`src/rtl/reset_cond.sv`:
```
// Reset conditioner: per-source sync + debounce, masked combine, minimum stretch, cause/count report.
// Optional RESET_COND_FAST_ASSERT_EN: masked source assertion bypasses the debounce counter.
module reset_cond #(
  parameter int NUM_SRC      = 2,
  parameter int SYNC_STAGES  = 2,
  parameter int DEBOUNCE_W   = 18,
  parameter int DEBOUNCE_CYC = 160000,
  parameter int STRETCH_W    = 16,
  parameter int STRETCH_CYC  = 16000
) (
  input  logic               clock_160,
  input  logic               inp_resn,
  input  logic [NUM_SRC-1:0] src_resn,
  input  logic [NUM_SRC-1:0] src_mask,
  output logic               out_resn,
  output logic [NUM_SRC-1:0] src_status,
  output logic [NUM_SRC-1:0] last_cause,
  output logic [7:0]         rst_count
);

  typedef enum logic [1:0] {
    ST_RUN     = 2'd0,
    ST_HOLD    = 2'd1,
    ST_STRETCH = 2'd2
  } state_t;

  localparam logic [DEBOUNCE_W-1:0] DB_LAST = DEBOUNCE_W'(DEBOUNCE_CYC - 1);
  localparam logic [STRETCH_W-1:0]  ST_LAST = STRETCH_W'(STRETCH_CYC - 1);

  logic [NUM_SRC-1:0] w_status_next;
  logic [NUM_SRC-1:0] w_act;

  genvar gi;
  generate
    for (gi = 0; gi < NUM_SRC; gi++) begin : g_src
      logic [SYNC_STAGES-1:0] r_sync;
      logic [DEBOUNCE_W-1:0]  r_db_cnt;
      logic [DEBOUNCE_W-1:0]  w_db_cnt_next;
      logic                   r_status;
      logic                   w_status_nxt;
      logic                   w_s;

      assign w_s = r_sync[SYNC_STAGES-1];

      always_ff @(posedge clock_160 or negedge inp_resn) begin
        if (!inp_resn) begin
          r_sync   <= '1;
          r_db_cnt <= '0;
          r_status <= 1'b1;
        end else begin
          r_sync   <= {r_sync[SYNC_STAGES-2:0], src_resn[gi]};
          r_db_cnt <= w_db_cnt_next;
          r_status <= w_status_nxt;
        end
      end

      always_comb begin
        w_db_cnt_next = '0;
        w_status_nxt  = r_status;
        if (w_s != r_status) begin
          if (r_db_cnt == DB_LAST) begin
            w_status_nxt = w_s;
          end else begin
            w_db_cnt_next = r_db_cnt + 1'b1;
          end
        end
`ifdef RESET_COND_FAST_ASSERT_EN
        if (src_mask[gi] && !w_s && r_status) begin
          w_status_nxt  = 1'b0;
          w_db_cnt_next = '0;
        end
`endif
      end

      assign src_status[gi]    = r_status;
      assign w_status_next[gi] = w_status_nxt;
    end
  endgenerate

  // The FSM sees the status value being loaded this edge, so out_resn moves on the same
  // edge a debounced level change is accepted.
  assign w_act = src_mask & ~w_status_next;

  state_t               r_state, w_state_next;
  logic [STRETCH_W-1:0] r_stretch_cnt, w_stretch_next;
  logic [NUM_SRC-1:0]   r_last_cause, w_cause_next;
  logic [7:0]           r_rst_count, w_count_next;
  logic                 r_out_resn;

  always_ff @(posedge clock_160 or negedge inp_resn) begin
    if (!inp_resn) begin
      r_state       <= ST_STRETCH;
      r_stretch_cnt <= '0;
      r_last_cause  <= '0;
      r_rst_count   <= '0;
      r_out_resn    <= 1'b0;
    end else begin
      r_state       <= w_state_next;
      r_stretch_cnt <= w_stretch_next;
      r_last_cause  <= w_cause_next;
      r_rst_count   <= w_count_next;
      r_out_resn    <= (w_state_next == ST_RUN);
    end
  end

  always_comb begin
    w_state_next   = r_state;
    w_stretch_next = r_stretch_cnt;
    w_cause_next   = r_last_cause;
    w_count_next   = r_rst_count;
    case (r_state)
      ST_RUN: begin
        if (|w_act) begin
          w_state_next = ST_HOLD;
          w_cause_next = w_act;
          if (r_rst_count != 8'hFF) begin
            w_count_next = r_rst_count + 8'd1;
          end
        end
      end
      ST_HOLD: begin
        w_cause_next = r_last_cause | w_act;
        if (w_act == '0) begin
          w_state_next   = ST_STRETCH;
          w_stretch_next = '0;
        end
      end
      ST_STRETCH: begin
        if (|w_act) begin
          w_state_next   = ST_HOLD;
          w_stretch_next = '0;
          w_cause_next   = r_last_cause | w_act;
        end else if (r_stretch_cnt == ST_LAST) begin
          w_state_next = ST_RUN;
        end else begin
          w_stretch_next = r_stretch_cnt + 1'b1;
        end
      end
      default: begin
        w_state_next   = ST_STRETCH;
        w_stretch_next = '0;
      end
    endcase
  end

  assign out_resn   = r_out_resn;
  assign last_cause = r_last_cause;
  assign rst_count  = r_rst_count;

endmodule

```
`config.mk`:
```
export PLATFORM = sky130hd
export DESIGN_NAME = reset_cond
export DESIGN_NICKNAME = d
export VERILOG_FILES = /design/src/rtl/reset_cond.sv
export SDC_FILE = /design/constraint.sdc
export NUM_CORES = 1
export LEC_CHECK = 0
export CORE_UTILIZATION = 60
export DETAILED_ROUTE_END_ITERATION = 12
export GPL_TIMING_DRIVEN = 0
export PLACE_DENSITY = 0.8
export SLEW_MARGIN = 20
export SYNTH_ARGS = -nofsm -noshare
export SYNTH_HDL_FRONTEND = slang
export SYNTH_SLANG_ARGS = --single-unit
```
`constraint.sdc`:
```
create_clock -name clock_160 -period 3.12 [get_ports clock_160]
set_input_delay 0.936 -clock clock_160 [delete_from_list [all_inputs] [get_ports clock_160]]
set_output_delay 0.936 -clock clock_160 [all_outputs]
set_load 0.05 [all_outputs]
```
### After elaboration in Yosys (flattened, before gate mapping)

Cells that the tools add are included.

| word-level totals | value |
|---|---|
| output and inout bits | 13 |
| register bits | 71 |
| logic and storage cells | 59 |
| bits of input ports | 6 |

| operators by class | value |
|---|---|
| equal/unequal tests | 12 |
| $add $sub $neg | 4 |
| muxes and demuxes | 20 |
| bitwise operators | 4 |
| reductions and logical operators | 8 |

Operators with widths:

| operator | number |
|---|---|
| 2-to-1 mux 18 bit | 4 |
| 2-to-1 mux 16 bit | 3 |
| one-hot mux 16 bit (3 select lines) | 1 |
| adder 18 x 1 -> 18 bit, second input constant | 2 |
| == test 18 bit, second input constant | 2 |
| adder 16 x 1 -> 16 bit, second input constant | 1 |
| == test 16 x 14 -> 1 bit, second input constant | 1 |
| 2-to-1 mux 2 bit | 6 |
| one-hot mux 2 bit (3 select lines) | 2 |
| AND reduction 3 bit | 3 |
| adder 8 x 1 -> 8 bit, second input constant | 1 |
| inequality test 8 bit, second input constant | 1 |
| zero test 2 bit | 3 |
| inequality test 2 bit, second input constant | 3 |
| 2-to-1 mux 1 bit | 4 |
| inequality test 3 bit, second input constant | 1 |
| nonzero test 3 bit | 1 |
| bitwise AND 2 bit | 1 |
| == test 2 x 1 -> 1 bit, second input constant | 1 |
| == test 2 bit, second input constant | 1 |
| inequality test 1 bit | 2 |
| inverter 2 bit | 1 |
| bitwise OR 2 bit | 1 |
| OR reduction 2 bit | 1 |
| inverter 1 bit | 1 |

### Longest topological paths before layout

| depth | value |
|---|---|
| depth in word-level cells | 9 |
| mapped depth | 10 |
| depth with buffers taken out | 8 |

### Least setup slack after synthesis

No wires, ideal clock.

| timing | value |
|---|---|
| path kind | register to register |
| start point | register g_src[1].r_db_cnt[9] |
| end point | register r_stretch_cnt[11] |
| cell stages (with the launch flop) | 9 |
| clock period less this slack | 2.465 ns |
| data required time | 2.983 ns |
| arrival time | 2.328 ns |
| path slack | 0.655 ns |
| path through | dfrtp_1 > nor4b_1 > nand4b_1 > nor3_4 > mux2i_1 > nand2_2 > a221oi_4 > buf_6 > a31oi_1 |

| between the ends | value |
|---|---|
| word-level cells in the longest chain between the ends | 8 |
| elaborated cells between the ends (all ways) | 12 |
| those cells by class | 3 x eq/ne; 4 x mux; 2 x bitwise; 3 x reduce/logical |

Ends and longest elaborated chain:

| what | RTL line | RTL |
|---|---|---|
| start: declaration | 37 | `logic [DEBOUNCE_W-1:0] r_db_cnt;` |
| start signal: assignment | 52 | `r_db_cnt <= w_db_cnt_next;` |
| == test 18 bit * | 61 | `if (r_db_cnt == DB_LAST) begin` |
| 2-to-1 mux 1 bit * | 61 |  |
| 2-to-1 mux 1 bit * | 60 | `if (w_s != r_status) begin` |
| inverter 2 bit * | 82 | `assign w_act = src_mask & ~w_status_next;` |
| bitwise AND 2 bit * | 82 |  |
| OR reduction 2 bit / zero test 2 bit (equally long branches) | 129, 123 |  |
| inequality test 3 bit (no source line) (tied with other cells) | - |  |
| AND reduction 3 bit (no source line) / one-hot mux 16 bit (3 select lines) (equally long branches) | - |  |
| end signal: assignment | 99 | `r_stretch_cnt <= w_stretch_next;` |
| end: declaration | 85 | `logic [STRETCH_W-1:0] r_stretch_cnt, w_stretch_next;` |

Every way passes the cells marked *; elsewhere a longest branch is shown, timed or not.
A chain may end at the register's enable or synchronous reset.

### Final worst setup path

Ends and elaborated chain as after synthesis.

==> metrics.log <==
[metrics] RePlAce Congestion: 0.816
[metrics] endpoint arrival time on the critical path: 3.08 ns
[metrics] endpoint type of the worst setup path: flip-flop
[metrics] busiest layer in global routing: met2
[metrics] CTS HTree Levels: 3
[metrics] total congestion overflow: 0
[metrics] startpoint of the most critical hold path: g_src[1].r_sync[0]
[metrics] leading area contributor after synthesis: sky130_fd_sc_hd__dfrtp_1
[metrics] remaining routing DRC violations: 0
[metrics] Via-to-Cell Ratio: 5.76
[metrics] worst setup path startpoint: g_src[1].r_db_cnt[9]
[metrics] nets in the synthesized netlist: 373
[metrics] syn_area_per_cell: 10.2 um^2
[metrics] portion of the post-synthesis area used by sequential elements: 0.490
[metrics] cell row count: 28
[metrics] overall via count from detail_route: 2,702
[metrics] post-synthesis cell type count: 54
[metrics] largest stage delay on the critical path: 0.51 ns
[metrics] Worst Path Class, Setup: flip-flop to flip-flop
[metrics] Num Clock Sinks: 71
[metrics] final setup violation count: 0
[metrics] Total Negative Setup Slacks: 0 ns
[metrics] worst hold path class: flip-flop to flip-flop
[metrics] shortest clock period the worst path allows after layout: 2.87 ns
[metrics] antenna violations before repair: 0
[metrics] first-pass GRT wire length: 12,500 um
[metrics] overall die width: 79.9 um
[metrics] number of buffer and inverter instances along the worst setup path: 1
[metrics] total CTS buffers: 9
[metrics] Mapped Area: 3640 um^2
[metrics] hold violation total from the final report: 0
[metrics] number of buffers inserted by post-CTS setup repair: 0
[metrics] final setup slack of the worst path: 0.247 ns
[metrics] share of Yosys cell area claimed by the top area cell type: 0.439
[metrics] post-route clock skew: 0.00958 ns
[metrics] # nets final: 403
[metrics] portion of the clock cycle consumed by the worst path in the final layout: 0.921
[metrics] worst-path cell with the longest stage delay: sky130_fd_sc_hd__a221oi_4
[metrics] number of I/O pins: 19
[metrics] commonest non-fill, non-tap cell in the layout: sky130_fd_sc_hd__dfrtp_1
[metrics] number of antenna repair diodes: 0
[metrics] Routed Antenna Nets: 0
[metrics] Power Density: 683 nW/um^2
[metrics] Setup crit end: r_stretch_cnt[11]
[metrics] Port-buffer cells: 18
[metrics] die height: 79.9 um
[metrics] die area: 6390 um^2
[metrics] Stages on worst setup path: 8
[metrics] Worst slew margin: 0.621
[metrics] reported leakage power: 0.00183 uW
[metrics] flop and latch count out of synthesis: 71
[metrics] Tot GR Track Use: 0.258
[metrics] via count of the first global-routing pass: 2,745
[metrics] met2 Use GR: 0.444
[metrics] pre-CTS WS: -0.0798 ns
[metrics] clock slew at the register clock pins of the worst setup and hold paths: 0.07 ns
[metrics] master cell of the clock root buffer: sky130_fd_sc_hd__clkbuf_8
[metrics] WP data required: 3.33 ns
[metrics] flop2flop setup slack: 0.25 ns
[metrics] number of cells on the worst hold path: 0
[metrics] highest achievable clock rate: 348 MHz
[metrics] most frequent cells in the layout: sky130_fd_sc_hd__dfrtp_1 (64), sky130_fd_sc_hd__nor2_1 (54), sky130_fd_sc_hd__nand3_1 (28)
[metrics] Max Cap Violations: 0
[metrics] Post-Synthesis Cells: 359
[metrics] clock buffer depth: 2
[metrics] initial core utilization: 0.619
[metrics] DPL Wire Length: 4910 um
[metrics] crit-path leading delay family: simple AND/OR/NAND/NOR gates
[metrics] run status: complete, no violations
[metrics] maximum vdd ir drop: 488 uV
[metrics] top post-synthesis cells by area: sky130_fd_sc_hd__dfrtp_1 (44%), sky130_fd_sc_hd__nor2_1 (5.6%), sky130_fd_sc_hd__xor2_1 (5.5%)
[metrics] synthesis-to-finish area growth: 14.7%
[metrics] cell count after placement: 453
[metrics] number of buffers added to fix hold violations after cts: 0
[metrics] number of synthesis warnings: 0
[metrics] worst r2r src: g_src[1].r_db_cnt[9]
[metrics] setup repair after global routing missed its margin: no
[metrics] starting DRC count in detailed routing: 162
[metrics] cells along the critical path: nor4b_1 > nand4b_1 > nor3_4 > mux2i_2 > nand2_2 > a221oi_4 > buf_6 > a31oi_1
[metrics] ratio of cells with drive above 1 in the final layout: 0.122
[metrics] met1 Track Usage GR: 0.314
[metrics] largest net degree at the start of global routing: 43
[metrics] DR pass1 iterations: 4
[metrics] slew of the pin with the lowest slew margin: 0.564 ns
[metrics] clock latency reported for the late side of the worst-skew pair: 0.35 ns
[metrics] terminus of the critical flop-to-flop path: r_stretch_cnt[11]
[metrics] number of cell instances on the worst register-to-register path: 8
[metrics] final routed wirelength across all metal layers: 7230 um
[metrics] global routing usage on met3: 0.0720
[metrics] clock tree from TritonCTS: built
[metrics] placeable core region: 5890 um^2
[metrics] max-slew violations: 0
[metrics] DR WL/cell: 15.4 um
[metrics] Min Hold Slack: 0.361 ns
[metrics] Critical Path Fanout Max: 10
[metrics] startpoint types: flip-flop
[metrics] Post-Layout Cell Count: 469
[through the flow]
step / utilization / power, uW / instance area, um^2
2_1_floorplan: - / 1710 / 3640
3_3_place_gp: 0.666 / 1930 / 3920
3_5_place_dp: 0.669 / 1970 / 3940
5_1_grt: 0.710 / 3010 / 4180
4_1_cts: 0.710 / 2870 / 4180
6_report: 0.710 / 2850 / 4180
[cells in the mapped netlist (all sizes together)]
| cell | instances |
|---|---|
| nand2b | 6 |
| nand4b | 2 |
| clkbuf | 5 |
| dfstp | 7 |
| buf | 7 |
| a31oi | 14 |
| mux2 | 3 |
| o21ai | 9 |
| nor4b | 2 |
| nor3b | 1 |
| a211o | 1 |
| nor2b | 5 |
| nor4bb | 2 |
| nor2 | 54 |
| o31ai | 3 |
| xnor2 | 17 |
| a21o | 1 |
| a221oi | 1 |
| xor2 | 23 |
| and3 | 14 |
| or3 | 1 |
| o211ai | 1 |
| o22ai | 1 |
| nor4 | 2 |
| dfrtp | 64 |
| ha | 8 |
| nand4 | 6 |
| a31o | 1 |
| inv | 11 |
| a41oi | 5 |
| nand3 | 29 |
| nand2 | 26 |
| mux2i | 2 |
| a22oi | 2 |
| a2bb2oi | 2 |
| nor3 | 7 |
| and4 | 3 |
| a21oi | 11 |
[registers in the layout, indices dropped and copies added, names as in the netlist]
name	cells
g_src.r_db_cnt	36
g_src.r_status	2
g_src.r_sync	4
last_cause	2
out_resn	1
r_state	2
r_stretch_cnt	16
rst_count	8
[repair_timing]
item / 4_1_cts / 5_1_grt
endpoints found under the hold margin: 0 / 0
resized for setup: 0 / 1
endpoints found under the setup margin: 0 / 10
[power by group]
part           internal [uW]  switching [uW]  total (uW)
clock                    534             361         895
sequential              1010            98.3        1110
combinational            314             534         848
total                   1860             994        2850
[area by class of cell]
type | count | area [um^2]
sequential | 71 | 1790
multi-input combinational | 265 | 1750
fill | 447 | 1700
timing repair buffer | 19 | 198
clock buffer | 9 | 124
clock inverter | 7 | 118
tap | 75 | 93.8
buffer | 12 | 70.1
inverter | 11 | 41.3
[worst register-to-register path, cell delays in order, from the launching register on]
cell and delay, ns:
sky130_fd_sc_hd__dfrtp_1 0.41, sky130_fd_sc_hd__nor4b_1 0.38, sky130_fd_sc_hd__nand4b_1 0.22, sky130_fd_sc_hd__nor3_4 0.27, sky130_fd_sc_hd__mux2i_2 0.46, sky130_fd_sc_hd__nand2_2 0.20, sky130_fd_sc_hd__a221oi_4 0.51, sky130_fd_sc_hd__buf_6 0.21
sky130_fd_sc_hd__a31oi_1 0.09
[cells by family (layout without fill, tap and decap cells)]
kind of cell,after synthesis,count (layout),share of synthesized area
xor+xnor,40,40,0.0961
compound gates,52,52,0.104
simple gates,160,160,0.236
buf+inv,23,58,0.0306
mux,5,5,0.0158
fa+ha+maj,8,8,0.0275
flops,71,71,0.490
[per-layer routing]
metal / share of wire / up-vias
li1: - / 1317
met1: 0.44 / 1333
met2: 0.52 / 46
met3: 0.037 / 6
met4: 0.0079 / 0
met5: 0 / -
[how the worst min path moves through the flow]
stage / end / slack [ns]
after global placement: g_src[1].r_sync[1] / 0.35
final: g_src[1].r_sync[1] / 0.36
after global routing: g_src[0].r_sync[1] / 0.37
after detailed placement: g_src[1].r_sync[1] / 0.35
after floorplan: g_src[0].r_sync[1] / 0.35
after CTS: g_src[1].r_sync[1] / 0.37
No activity file was read; power rests on OpenSTA's default activity.
